$ cat config.mk
export PLATFORM = sky130hd
export DESIGN_NAME = sync_fifo_ctl
export DESIGN_NICKNAME = d
export VERILOG_FILES = /design/src/rtl/sync_fifo_ctl.sv
export SDC_FILE = /design/constraint.sdc
export NUM_CORES = 1
export LEC_CHECK = 0
export ABC_AREA = 1
export ABC_CLOCK_PERIOD_IN_PS = 5700
export CAP_MARGIN = 15
export CORE_MARGIN = 8
export CORE_UTILIZATION = 56
export CTS_BUF_LIST = sky130_fd_sc_hd__clkbuf_4
export DETAILED_ROUTE_END_ITERATION = 12
export PLACE_DENSITY = 0.73
export SLEW_MARGIN = 20
export SYNTH_ARGS = -nofsm -noshare
export SYNTH_HDL_FRONTEND = slang
export SYNTH_SLANG_ARGS = --single-unit
export TNS_END_PERCENT = 20
$ cat constraint.sdc
create_clock -name clk_i -period 5.7 [get_ports clk_i]
set_input_delay 1.14 -clock clk_i [delete_from_list [all_inputs] [get_ports clk_i]]
set_output_delay 1.14 -clock clk_i [all_outputs]
set_load 0.005 [all_outputs]
$ cat src/rtl/sync_fifo_ctl.sv
// Single-clock FIFO controller with occupancy count, programmable almost-full/
// almost-empty thresholds, synchronous flush and registered or FWFT read port.
module sync_fifo_ctl #(
  parameter int DATA_W    = 8,
  parameter int DEPTH     = 16,
  parameter int FWFT      = 0,
  parameter int AF_THRESH = DEPTH - 2,
  parameter int AE_THRESH = 2,
  localparam int A_W      = $clog2(DEPTH)
) (
  input  logic              clk_i,
  input  logic              rst_ni,
  input  logic              flush_i,
  input  logic              wr_en_i,
  input  logic [DATA_W-1:0] wr_data_i,
  output logic              full_o,
  output logic              almost_full_o,
  output logic              overflow_o,
  input  logic              rd_en_i,
  output logic [DATA_W-1:0] rd_data_o,
  output logic              empty_o,
  output logic              almost_empty_o,
  output logic              underflow_o,
  output logic [A_W:0]      level_o
);

  localparam int LVL_W = A_W + 1;
  localparam logic [A_W:0] DEPTH_L = LVL_W'(DEPTH);
  localparam logic [A_W:0] AF_L    = LVL_W'(AF_THRESH);
  localparam logic [A_W:0] AE_L    = LVL_W'(AE_THRESH);

  logic [DATA_W-1:0] mem_r [DEPTH];
  logic [A_W-1:0]    wr_ptr_r;
  logic [A_W-1:0]    rd_ptr_r;
  logic [A_W:0]      level_r;
  logic [A_W:0]      level_nxt_s;
  logic              overflow_r;
  logic              underflow_r;
  logic              full_s;
  logic              empty_s;
  logic              rd_acc_s;
  logic              wr_acc_s;
  logic [DATA_W-1:0] rd_data_s;

  // Accept decisions and next occupancy; flush suppresses both requests.
  always_comb begin
    full_s      = (level_r == DEPTH_L);
    empty_s     = (level_r == {LVL_W{1'b0}});
    rd_acc_s    = ~flush_i & rd_en_i & ~empty_s;
    wr_acc_s    = ~flush_i & wr_en_i & (~full_s | rd_acc_s);
    level_nxt_s = level_r;
    case ({wr_acc_s, rd_acc_s})
      2'b10:   level_nxt_s = level_r + LVL_W'(1);
      2'b01:   level_nxt_s = level_r - LVL_W'(1);
      default: level_nxt_s = level_r;
    endcase
  end

  // Pointers, occupancy and the one-cycle rejection pulses.
  always_ff @(posedge clk_i or negedge rst_ni) begin
    if (!rst_ni) begin
      wr_ptr_r    <= {A_W{1'b0}};
      rd_ptr_r    <= {A_W{1'b0}};
      level_r     <= {LVL_W{1'b0}};
      overflow_r  <= 1'b0;
      underflow_r <= 1'b0;
    end else if (flush_i) begin
      wr_ptr_r    <= {A_W{1'b0}};
      rd_ptr_r    <= {A_W{1'b0}};
      level_r     <= {LVL_W{1'b0}};
      overflow_r  <= 1'b0;
      underflow_r <= 1'b0;
    end else begin
      if (wr_acc_s) begin
        wr_ptr_r <= wr_ptr_r + A_W'(1);
      end
      if (rd_acc_s) begin
        rd_ptr_r <= rd_ptr_r + A_W'(1);
      end
      level_r     <= level_nxt_s;
      overflow_r  <= wr_en_i & ~wr_acc_s;
      underflow_r <= rd_en_i & empty_s;
    end
  end

  // Storage array; deliberately not reset or flushed.
  always_ff @(posedge clk_i) begin
    if (wr_acc_s) begin
      mem_r[wr_ptr_r] <= wr_data_i;
    end
  end

  if (FWFT != 0) begin : g_fwft
    // Head word presented combinationally, forced to zero while empty.
    always_comb begin
      if (empty_s) begin
        rd_data_s = {DATA_W{1'b0}};
      end else begin
        rd_data_s = mem_r[rd_ptr_r];
      end
    end
  end else begin : g_reg
    logic [DATA_W-1:0] rd_data_r;

    // Registered read port holds its value across flush and idle cycles.
    always_ff @(posedge clk_i or negedge rst_ni) begin
      if (!rst_ni) begin
        rd_data_r <= {DATA_W{1'b0}};
      end else if (rd_acc_s) begin
        rd_data_r <= mem_r[rd_ptr_r];
      end
    end

    assign rd_data_s = rd_data_r;
  end

  assign full_o         = full_s;
  assign empty_o        = empty_s;
  assign almost_full_o  = (level_r >= AF_L);
  assign almost_empty_o = (level_r <= AE_L);
  assign overflow_o     = overflow_r;
  assign underflow_o    = underflow_r;
  assign level_o        = level_r;
  assign rd_data_o      = rd_data_s;

endmodule
Word-level counts from Yosys, hierarchy flattened --
Memories as Yosys holds them, arrays and structs flattened. A register that Yosys moved wholly into a read port is not among the register bits. Index checks and enable logic that the tools add are counted.
Word-level totals: bits in registers 15, bits in writable memories 128, input port bits 13, output and inout bits 19, memories 1
Memory list:
- mem_r | depth 16, bits a word 8, read ports 1, clocked after memory_dff 1, wr ports 1, line 32 | logic [DATA_W-1:0] mem_r [DEPTH];
Operators by class: add/subtract/negate cells 4, $lt $le $gt $ge 2, equality and inequality tests 3, mux-type cells 10, bitwise gates (word level) 11, reductions and logical operators 5
Operators by type and width (number):
- 4-bit two-way mux | 4
- 5-bit one-hot mux with 2 select lines | 1
- 4-bit by 1-bit adder with 4-bit output (second input constant) | 2
- 1-bit bitwise AND | 6
- 5-bit by 1-bit adder with 5-bit output (second input constant) | 1
- 5-bit equality test (second input constant) | 1
- 5-bit by 4-bit greater-or-equal comparator with 1-bit output (second input constant) | 1
- 5-bit by 2-bit less-or-equal comparator with 1-bit output (second input constant) | 1
- 5-bit logical NOT | 1
- 5-bit two-way mux | 1
- 5-bit by 1-bit subtractor with 5-bit output (second input constant) | 1
- 1-bit two-way mux | 4
- 1-bit NOT | 4
- 2-bit nonzero test | 2
- 3-bit nonzero test | 1
- 2-bit by 1-bit equality test with 1-bit output (second input constant) | 1
- 2-bit equality test (second input constant) | 1
- 1-bit logical NOT | 1
- 1-bit OR | 1

Logic depth before layout (Yosys ltp) --
Gate-level depths: netlist of the first run.
depth in word-level cells 8, gate-level depth with buffers 14, mapped depth without buffers 14

Worst setup path after synthesis of the first run --
Ideal clock, no wire load.
path kind input to register, start in flush_i, end reg level_r[4], in the netlist level_o[4], arrival time 2.546 ns, data required time 5.582 ns, slack 3.036 ns, cell stages on the path 13, path through buf_4 > nor2_4 > nand3_2 > inv_1 > ha_1 > a21oi_1 > nand2_1 > nand2_1 > nand2_1 > nor2_1 > nor2_1 > nand2_1 > nand2_1
On the way: cells in the longest elaborated chain, start to end 8, elaborated cells on any way between the ends 11, classes of those cells eq/ne: 2; mux: 2; bitwise: 6; reduce/logical: 1
Ends and longest elaborated chain:
- start: declaration | line 13 | input logic flush_i,
- 1-bit NOT | line 49, 50
- 1-bit bitwise AND (2 in series) | line 49 | rd_acc_s = ~flush_i & rd_en_i & ~empty_s;
- 1-bit OR | line 50 | wr_acc_s = ~flush_i & wr_en_i & (~full_s | rd_acc_s);
- 1-bit bitwise AND | line 50
- 2-bit by 1-bit equality test with 1-bit output or 2-bit equality test (tied branches) | line 52 | case ({wr_acc_s, rd_acc_s})
- 5-bit one-hot mux with 2 select lines | line 52
- 5-bit two-way mux | line 67 | end else if (flush_i) begin
- end signal: assignment | line 64 | level_r <= {LVL_W{1'b0}};
- end signal: assignment | line 70 | level_r <= {LVL_W{1'b0}};
- end signal: assignment | line 80 | level_r <= level_nxt_s;
- end: declaration | line 35 | logic [A_W:0] level_r;
Several ways; a longest one is shown, not always the timed one. A chain may end at the register's enable or synchronous reset.

Worst setup path in the final report of the first run --
start reg level_r[0], in the netlist level_o[0], end out almost_empty_o
On the way: cells in the longest elaborated chain, start to end 1
Ends and longest elaborated chain:
- 5-bit by 2-bit less-or-equal comparator with 1-bit output | line 120 | assign almost_empty_o = (level_r <= AE_L);
- end: declaration | line 22 | output logic almost_empty_o,
No other way between the ends.

==> results_dict.tcl, run 1 <==
set metrics [dict create \
    dr.pass1.iters 6 \
    drt_iter0_drc 514 \
    share_comb_of_total_power 0.271 \
    required_time_reported_for_the_critical_path_endpoint_ps 4560 \
    num-fill-cells 944 \
    die_height_um 126 \
    timing.critical_path.from_type "flop" \
    final-setup-viol-count 0 \
    floorplan.initialDensity 0.571 \
    fmax_mhz 315 \
    rows 40 \
    port_buffers 31 \
    worst_hold_stages 2 \
    synth_ff_type "edfxtp_1" \
    clock_power_share 0.247 \
    globalRouteTotalUtil 0.200 \
    worst-r2r-setup-slack_ps 3370 \
    worst_setup_path_end_kind "output port" \
    worst-path-max-fanout 6 \
    synthesis.area_um2 6800 \
    place.gp.congestion 0.901 \
    p_leak_nw 3.19 \
    ys_types 30 \
    grt_first_pass_wirelength_um 24000 \
    syn_inst 674 \
    postSynth.asyncResetShare 0.152 \
    mostFrequentLayoutCell "nand2_1" \
    finalHoldViolCount 0 \
    synth-seq-area-share 0.650 \
    cts_root_buffer "clkbuf_4" \
    power.share.sequential 0.482 \
    place.detailed.hpwl_um 10000 \
    net_switching_power_figure_uw 906 \
    drive_above_1_share 0.0761 \
    pin_count_of_the_biggest_net_entering_global_routing 70 \
    p_int_mw 1.80 \
    die_w_um 126 \
    placeable_area_um2 11900 \
    cts_num_sinks 151 \
    wl_um 15200 \
    powerDensity_nw_per_um2 365 \
    synth-edff-count 128 \
    antenna_found_initial 0 \
    status "finished, final reports clean" \
    number_of_buffers_added_by_the_clock_tree_synthesis_step 17 \
    cts_buffer_depth 2 \
    rsz0062_at_grt "no" \
    ctsResizeCount 0 \
    ir_worst_vdd_uv 242 \
    worst_setup_hold_path_clk_slew_ps 120 \
    data_arrival_time_at_the_worst_slack_endpoint_ps 2040 \
    fp.dieArea_um2 15900 \
    layout_common_cells "nand2_1, edfxtp_1, nand3_1" \
    timing.final.crit_period_ps 3180 \
    worst_reg_to_reg_cells 7 \
    drc 0 \
    design_area_um2 7410 \
    postCtsHoldBufs 0 \
    path_class "reg2out" \
    timing.max_slew.rel_slack 0.325 \
    finalClockSkew_ps 15.6 \
    synthesis.nets 696 \
    grt_remaining_overflow 0 \
    num_vias 4708 \
    synthesis.yosys.warnings 0 \
    post_cts_buffers 0 \
    diodes 0 \
    maxCapViolations 0 \
    synth-seq-cells 151 \
    final_net_count 720 \
    post_drt_wl_per_cell_um 17.7 \
    ios 32 \
    setup_total_neg_slack_ps 0 \
    power.share.switching 0.335 \
    worstMarginPinSlew_ps 1010 \
    areaGrowthSynthToFinish_pct 8.94 \
    final-max-slew-violation-count 0 \
    hold_class "reg2reg" \
    grt_pass1_vias 4616 \
    placed_cell_area_um2 7120 \
    tritoncts_clock_tree "done" \
    synth_area_per_cell_um2 10.1 \
    clk_latency_ps 560 \
    residual_antenna_violating_net_count_after_detailed_routing 0 \
    detail_route.vias_per_cell 5.49 \
    final_min_period_over_clock_period 0.558 \
    cts_htree_levels 4 \
]
[worst max-delay path, stage by stage, from the launching register on]
cell	delay (ps)
dfrtp_1	490
a2111oi_0	420
clkdlybuf4s50_1	580
[area by class of cell]
type | count | area [um2] | share of cell area
inverter | 87 | 332 | 0.0448
clock inverter | 13 | 155 | 0.0209
tap | 147 | 184 | 0.0248
sequential | 151 | 4420 | 0.597
clock buffer | 18 | 135 | 0.0182
timing repair buffer | 32 | 313 | 0.0422
multi-input combinational | 409 | 1870 | 0.252
[power by group through the flow]
| stage | clock network (mW) | registers, mW | logic, mW |
|---|---|---|---|
| after floorplan | 0 | 1.30 | 0.531 |
| after global placement | 0 | 1.32 | 0.717 |
| after detailed placement | 0 | 1.33 | 0.730 |
| after CTS | 0.679 | 1.30 | 0.732 |
| after global routing | 0.715 | 1.31 | 0.818 |
| final | 0.668 | 1.30 | 0.734 |
[state kept, by name, summed over array words and instances (netlist names)]
name	count
underflow_o	1
wr_ptr_r	4
level_o	5
rd_data_o	8
rd_ptr_r	4
overflow_o	1
mem_r	128
[cells in the mapped netlist (3+ instances only)]
master,number,area (um2)
nand2_1,249,935
edfxtp_1,128,3840
nand3_1,89,445
inv_1,79,297
dfrtp_1,23,576
nor2_1,23,86.3
buf_2,16,80.1
ha_1,8,100
o21ai_1,7,35.0
buf_4,6,45.0
nand2_2,6,37.5
buf_6,5,56.3
inv_2,4,15.0
xor2_1,4,35.0
nand3_2,3,30.0
nand4_1,3,18.8
nor3_1,3,15.0
[metrics by stage]
step	power [mW]	worst slack (ps)	hold WS, ps	utilization	cells
2_1_floorplan	1.83	3040	472	-	674
3_3_place_gp	2.04	2310	475	0.598	826
3_5_place_dp	2.06	2200	476	0.598	826
4_1_cts	2.71	2470	506	0.622	857
5_1_grt	2.84	2290	529	0.622	857
6_report	2.71	2520	498	0.622	857
[cell families (layout without fill, tap and decap cells)]
kind of cell / Yosys count / in the layout / synth area share
and+or+nand+nor: 381 / 381 / 0.239
DFF: 151 / 151 / 0.650
xor gates and xnor gates: 5 / 5 / 0.00644
adders and majority gates: 9 / 9 / 0.0177
AOI/OAI and AO/OA: 14 / 14 / 0.0116
buffers and inverters: 114 / 150 / 0.0754
[worst paths after layout]
| check | startpoint | to |
|---|---|---|
| setup / recovery | level_o[0] | almost_empty_o |
| min in group asynchronous | rst_ni | wr_ptr_r[3] |
| setup reg to reg | rd_ptr_r[1] | rd_data_o[5] |
| max in group asynchronous | rst_ni | rd_ptr_r[0] |
| hold reg to reg | rd_data_o[6] | rd_data_o[6] |
| hold / removal | rd_data_o[6] | rd_data_o[6] |
[routing by layer]
layer	vias to the layer above	routed length, um	global-route usage
met1	2239	6310	0.255
met2	189	7350	0.313
met4	0	469	0.105
met3	42	1010	0.0447
met5	-	0	0
li1	2238	-	-
(Power assumes the default switching activity.)
==> run 2: changes to the inputs <==
- ABC_CLOCK_PERIOD_IN_PS: 5700 -> 2900
- PLACE_DENSITY: 0.73 -> 0.76
- clock period: 5.7 -> 2.9 ns (I/O delays scaled with it)
==> results_dict.tcl, run 2 (synthesis gave the netlist of run 1 again) <==
set metrics [dict create \
    detail_route.vias_per_cell 5.32 \
    worstMarginPinSlew_ps 975 \
    final-max-slew-violation-count 0 \
    tritoncts_clock_tree "done" \
    drive_above_1_share 0.0919 \
    post_cts_buffers 0 \
    die_height_um 126 \
    worst_setup_path_end_kind "output port" \
    timing.critical_path.from_type "flop" \
    grt_first_pass_wirelength_um 23500 \
    drc 0 \
    drt_iter0_drc 370 \
    route.top_layer_used "met4" \
    finalHoldViolCount 0 \
    finalClockSkew_ps 12.7 \
    power_total_mw 5.16 \
    worst_setup_hold_path_clk_slew_ps 120 \
    mostFrequentLayoutCell "nand2_1" \
    ios 32 \
    fp.dieArea_um2 15900 \
    die_w_um 126 \
    grt_remaining_overflow 0 \
    final_min_period_over_clock_period 0.895 \
    place.detailed.hpwl_um 9260 \
    met1_length_um 6130 \
    worst-r2r-setup-slack_ps 730 \
    cts_root_buffer "clkbuf_4" \
    dr.pass1.iters 5 \
    final-setup-viol-count 0 \
    met3RoutedLength_um 886 \
    post_drt_wl_per_cell_um 16.4 \
    hold_class "in2async" \
    diodes 0 \
    largest-register "mem_r" \
    pin_count_of_the_biggest_net_entering_global_routing 69 \
    ir_worst_vdd_uv 343 \
    timing.final.crit_period_ps 2600 \
    rows 40 \
    powerDensity_nw_per_um2 687 \
    cts_htree_levels 4 \
    port_buffers 31 \
    number_of_buffers_added_by_the_clock_tree_synthesis_step 17 \
    rsz0062_at_grt "no" \
    path_class "reg2out" \
    areaGrowthSynthToFinish_pct 10.5 \
    residual_antenna_violating_net_count_after_detailed_routing 0 \
    cts_num_sinks 151 \
    ctsResizeCount 0 \
    wl_met2_um 6870 \
    layout_common_cells "nand2_1, edfxtp_1, nand3_1" \
    data_arrival_time_at_the_worst_slack_endpoint_ps 2020 \
    setup_total_neg_slack_ps 0 \
    num_vias 4662 \
    cts_buffer_depth 2 \
    final_net_count 739 \
    placeable_area_um2 11900 \
    p_leak_nw 3.27 \
    postCtsHoldBufs 0 \
    grt_pass1_vias 4687 \
    required_time_reported_for_the_critical_path_endpoint_ps 2320 \
    place.gp.congestion 0.854 \
    timing.max_slew.rel_slack 0.346 \
    globalRouteTotalUtil 0.191 \
    final_core_util 0.631 \
    floorplan.initialDensity 0.571 \
    clk_latency_ps 540 \
    largest_register_ffs 128 \
    antenna_found_initial 0 \
    status "finished, final reports clean" \
    wl_um 14400 \
    worst-path-max-fanout 6 \
    maxCapViolations 0 \
    fmax_mhz 385 \
]
[run 2: worst paths after layout]
check | startpoint | cells past startpoint | endpoint
worst max-delay path | level_o[0] | 2 | almost_empty_o
min in group clk_i | rd_data_o[7] | 2 | rd_data_o[7]
worst max register to register | level_o[1] | 13 | level_o[4]
worst min register to register | rd_data_o[7] | 2 | rd_data_o[7]
max in group asynchronous | rst_ni | 2 | level_o[1]
worst min-delay path | rst_ni | 1 | rd_ptr_r[2]
[run 2: worst max-delay path, cell delays in order, from the launching register on]
cell             delay [ps]
dfrtp_1                 480
a2111oi_0               420
clkdlybuf4s50_1         580
[run 2: cell type report]
cell class	count	area (um2)
flip-flops and latches	151	4420
fillers	965	4400
multi-input cells	409	1870
repair buffers	51	460
inverters	87	332
well taps	147	184
clock buffers	18	135
clock inverters	13	114
[run 2: where the power goes]
| group | internal [mW] | switching [mW] |
|---|---|---|
| Clock | 0.495 | 0.683 |
| Combinational | 0.504 | 0.956 |
| Sequential | 2.45 | 0.0743 |
| Total | 3.45 | 1.71 |
[run 2: per-layer routing]
metal / track usage / vias up
met4: 0.103 / 0
met2: 0.301 / 166
met5: 0 / -
met1: 0.242 / 2184
met3: 0.0418 / 45
li1: - / 2267
[run 2: per-stage QoR]
step	std cells	worst slack, ps	cell area, um2	hold slack (ps)
2_1_floorplan	674	796	6800	284
3_3_place_gp	845	338	7260	472
3_5_place_dp	845	244	7260	470
4_1_cts	876	273	7510	371
5_1_grt	876	238	7510	397
6_report	876	304	7510	387
==> run 3: changes to the inputs <==
- DONT_BUFFER_PORTS: unset -> 1
- PLACE_DENSITY: 0.76 -> 0.72
==> results_dict.tcl, run 3 (synthesis gave the netlist of run 1 again) <==
set metrics [dict create \
    status "finished, final reports clean" \
    final-setup-viol-count 0 \
    detail_route.vias_per_cell 5.50 \
    largest_register_ffs 128 \
    largest-register "mem_r" \
    data_arrival_time_at_the_worst_slack_endpoint_ps 2350 \
    floorplan.initialDensity 0.571 \
    tritoncts_clock_tree "done" \
    path_common_cell "nand2_2" \
    final-max-slew-violation-count 0 \
    path_class "reg2reg" \
    worstMarginPinSlew_ps 1030 \
    drt_iter0_drc 572 \
    diodes 0 \
    antenna_found_initial 0 \
    dr.pass1.iters 5 \
    final_net_count 692 \
    clk_latency_ps 530 \
    placeable_area_um2 11900 \
    cts_num_sinks 151 \
    number_of_buffers_added_by_the_clock_tree_synthesis_step 17 \
    post_drt_wl_per_cell_um 17.7 \
    worst_setup_hold_path_clk_slew_ps 110 \
    power_total_mw 4.96 \
    timing.critical_path.from_type "flop" \
    fin_ws_ps 717 \
    rsz0062_at_grt "no" \
    pin_count_of_the_biggest_net_entering_global_routing 69 \
    fmax_mhz 458 \
    placed_cell_area_um2 6820 \
    grt_remaining_overflow 0 \
    drc 0 \
    areaGrowthSynthToFinish_pct 4.32 \
    worst-path-max-fanout 15 \
    cts_root_buffer "clkbuf_4" \
    residual_antenna_violating_net_count_after_detailed_routing 0 \
    layout_common_cells "nand2_1, edfxtp_1, nand3_1" \
    fp.dieArea_um2 15900 \
    finalClockSkew_ps 16.2 \
    fin_hold_ws_ps 109 \
    timing.max_slew.rel_slack 0.309 \
    required_time_reported_for_the_critical_path_endpoint_ps 3070 \
    ctsResizeCount 0 \
    place.gp.congestion 0.870 \
    cts_htree_levels 4 \
    ir_worst_vdd_uv 447 \
    crit_path_max_incr_delay_ps 550 \
    ios 32 \
    design_area_um2 7090 \
    setup_total_neg_slack_ps 0 \
    num-fill-cells 1003 \
    dpl_worst_slack_ps 676 \
    finalHoldViolCount 0 \
    rows 40 \
    mostFrequentLayoutCell "nand2_1" \
    place.detailed.hpwl_um 9620 \
    maxCapViolations 0 \
    worst_setup_path_end_kind "flop" \
    crit_chain "inv_2, nand3_4, nand2_4, nand2_1, nand2_2, inv_4, nand2_2, nor2_1" \
    hold_class "in2reg" \
    p_leak_nw 3.07 \
    final_min_period_over_clock_period 0.753 \
    die_height_um 126 \
    timing.final.crit_period_ps 2180 \
    crit_slowest_cell "nor2_1" \
    num_vias 4562 \
    port_buffers 0 \
    cts_buffer_depth 2 \
    wl_um 14700 \
    grt_first_pass_wirelength_um 23200 \
    drive_above_1_share 0.0776 \
    die_w_um 126 \
    powerDensity_nw_per_um2 700 \
    grt_pass1_vias 4572 \
    globalRouteTotalUtil 0.195 \
]
[run 3: changes by cell type in the layout (fill, tap and decap cells not counted), sizes merged]
cell	change
clkdlybuf4s50	-31
clkinvlp	+1
dlygate4sd3	+1
inv	+1
clkbuf	+2
clkinv	-3
buf	-17
[run 3: power breakdown]
part	switching (mW)	internal [mW]	leakage [nW]	total [mW]
clock network	0.664	0.522	0.142	1.19
logic	0.880	0.352	1.48	1.23
registers	0.0950	2.45	1.46	2.55
[run 3: worst paths after layout]
path / from / endpoint / slack, ps / cells past startpoint
setup / recovery: level_o[4] / mem_r[5][7] / 720 / 8
hold / removal: flush_i / underflow_o / 110 / 1
setup reg to reg: level_o[4] / mem_r[5][7] / 720 / 8
hold reg to reg: rd_data_o[1] / rd_data_o[1] / 530 / 2
max in group asynchronous: rst_ni / rd_ptr_r[0] / 1980 / 2
min in group asynchronous: rst_ni / rd_data_o[7] / 540 / 2
[run 3: critical path, delay by kind of cell, from the launching register on]
kind | cells | cell delay [ps]
AND/OR/NAND/NOR | 6 | 1130
buffers and inverters | 2 | 190
flip-flops | 1 | 490
[run 3: final cells by class]
cell class | instances | area [um2] | area share
flip-flops and latches | 151 | 4420 | 0.623
multi-input cells | 409 | 1870 | 0.263
inverters | 87 | 332 | 0.0467
well taps | 147 | 184 | 0.0259
clock buffers | 20 | 150 | 0.0212
clock inverters | 12 | 110 | 0.0155
repair buffers | 4 | 30.0 | 0.00423
[run 3: timing repair]
item                                   4_1_cts  5_1_grt
hold buffers                                 1        1
endpoints found under the hold margin       23       19
setup buffers                                0        0
[run 3: through the flow]
step | std cells | util
finish | 830 | 0.596
global route | 830 | 0.596
CTS | 829 | 0.595
detailed placement | 796 | 0.572
global placement | 796 | 0.572
floorplan | 674 | -
[run 3: metal layers]
| layer | GRT usage | vias up | wire length (um) |
|---|---|---|---|
| met4 | 0.109 | 0 | 450 |
| met3 | 0.0489 | 35 | 1050 |
| met5 | 0 | - | 0 |
| li1 | - | 2185 | - |
| met2 | 0.304 | 159 | 7030 |
| met1 | 0.246 | 2183 | 6200 |
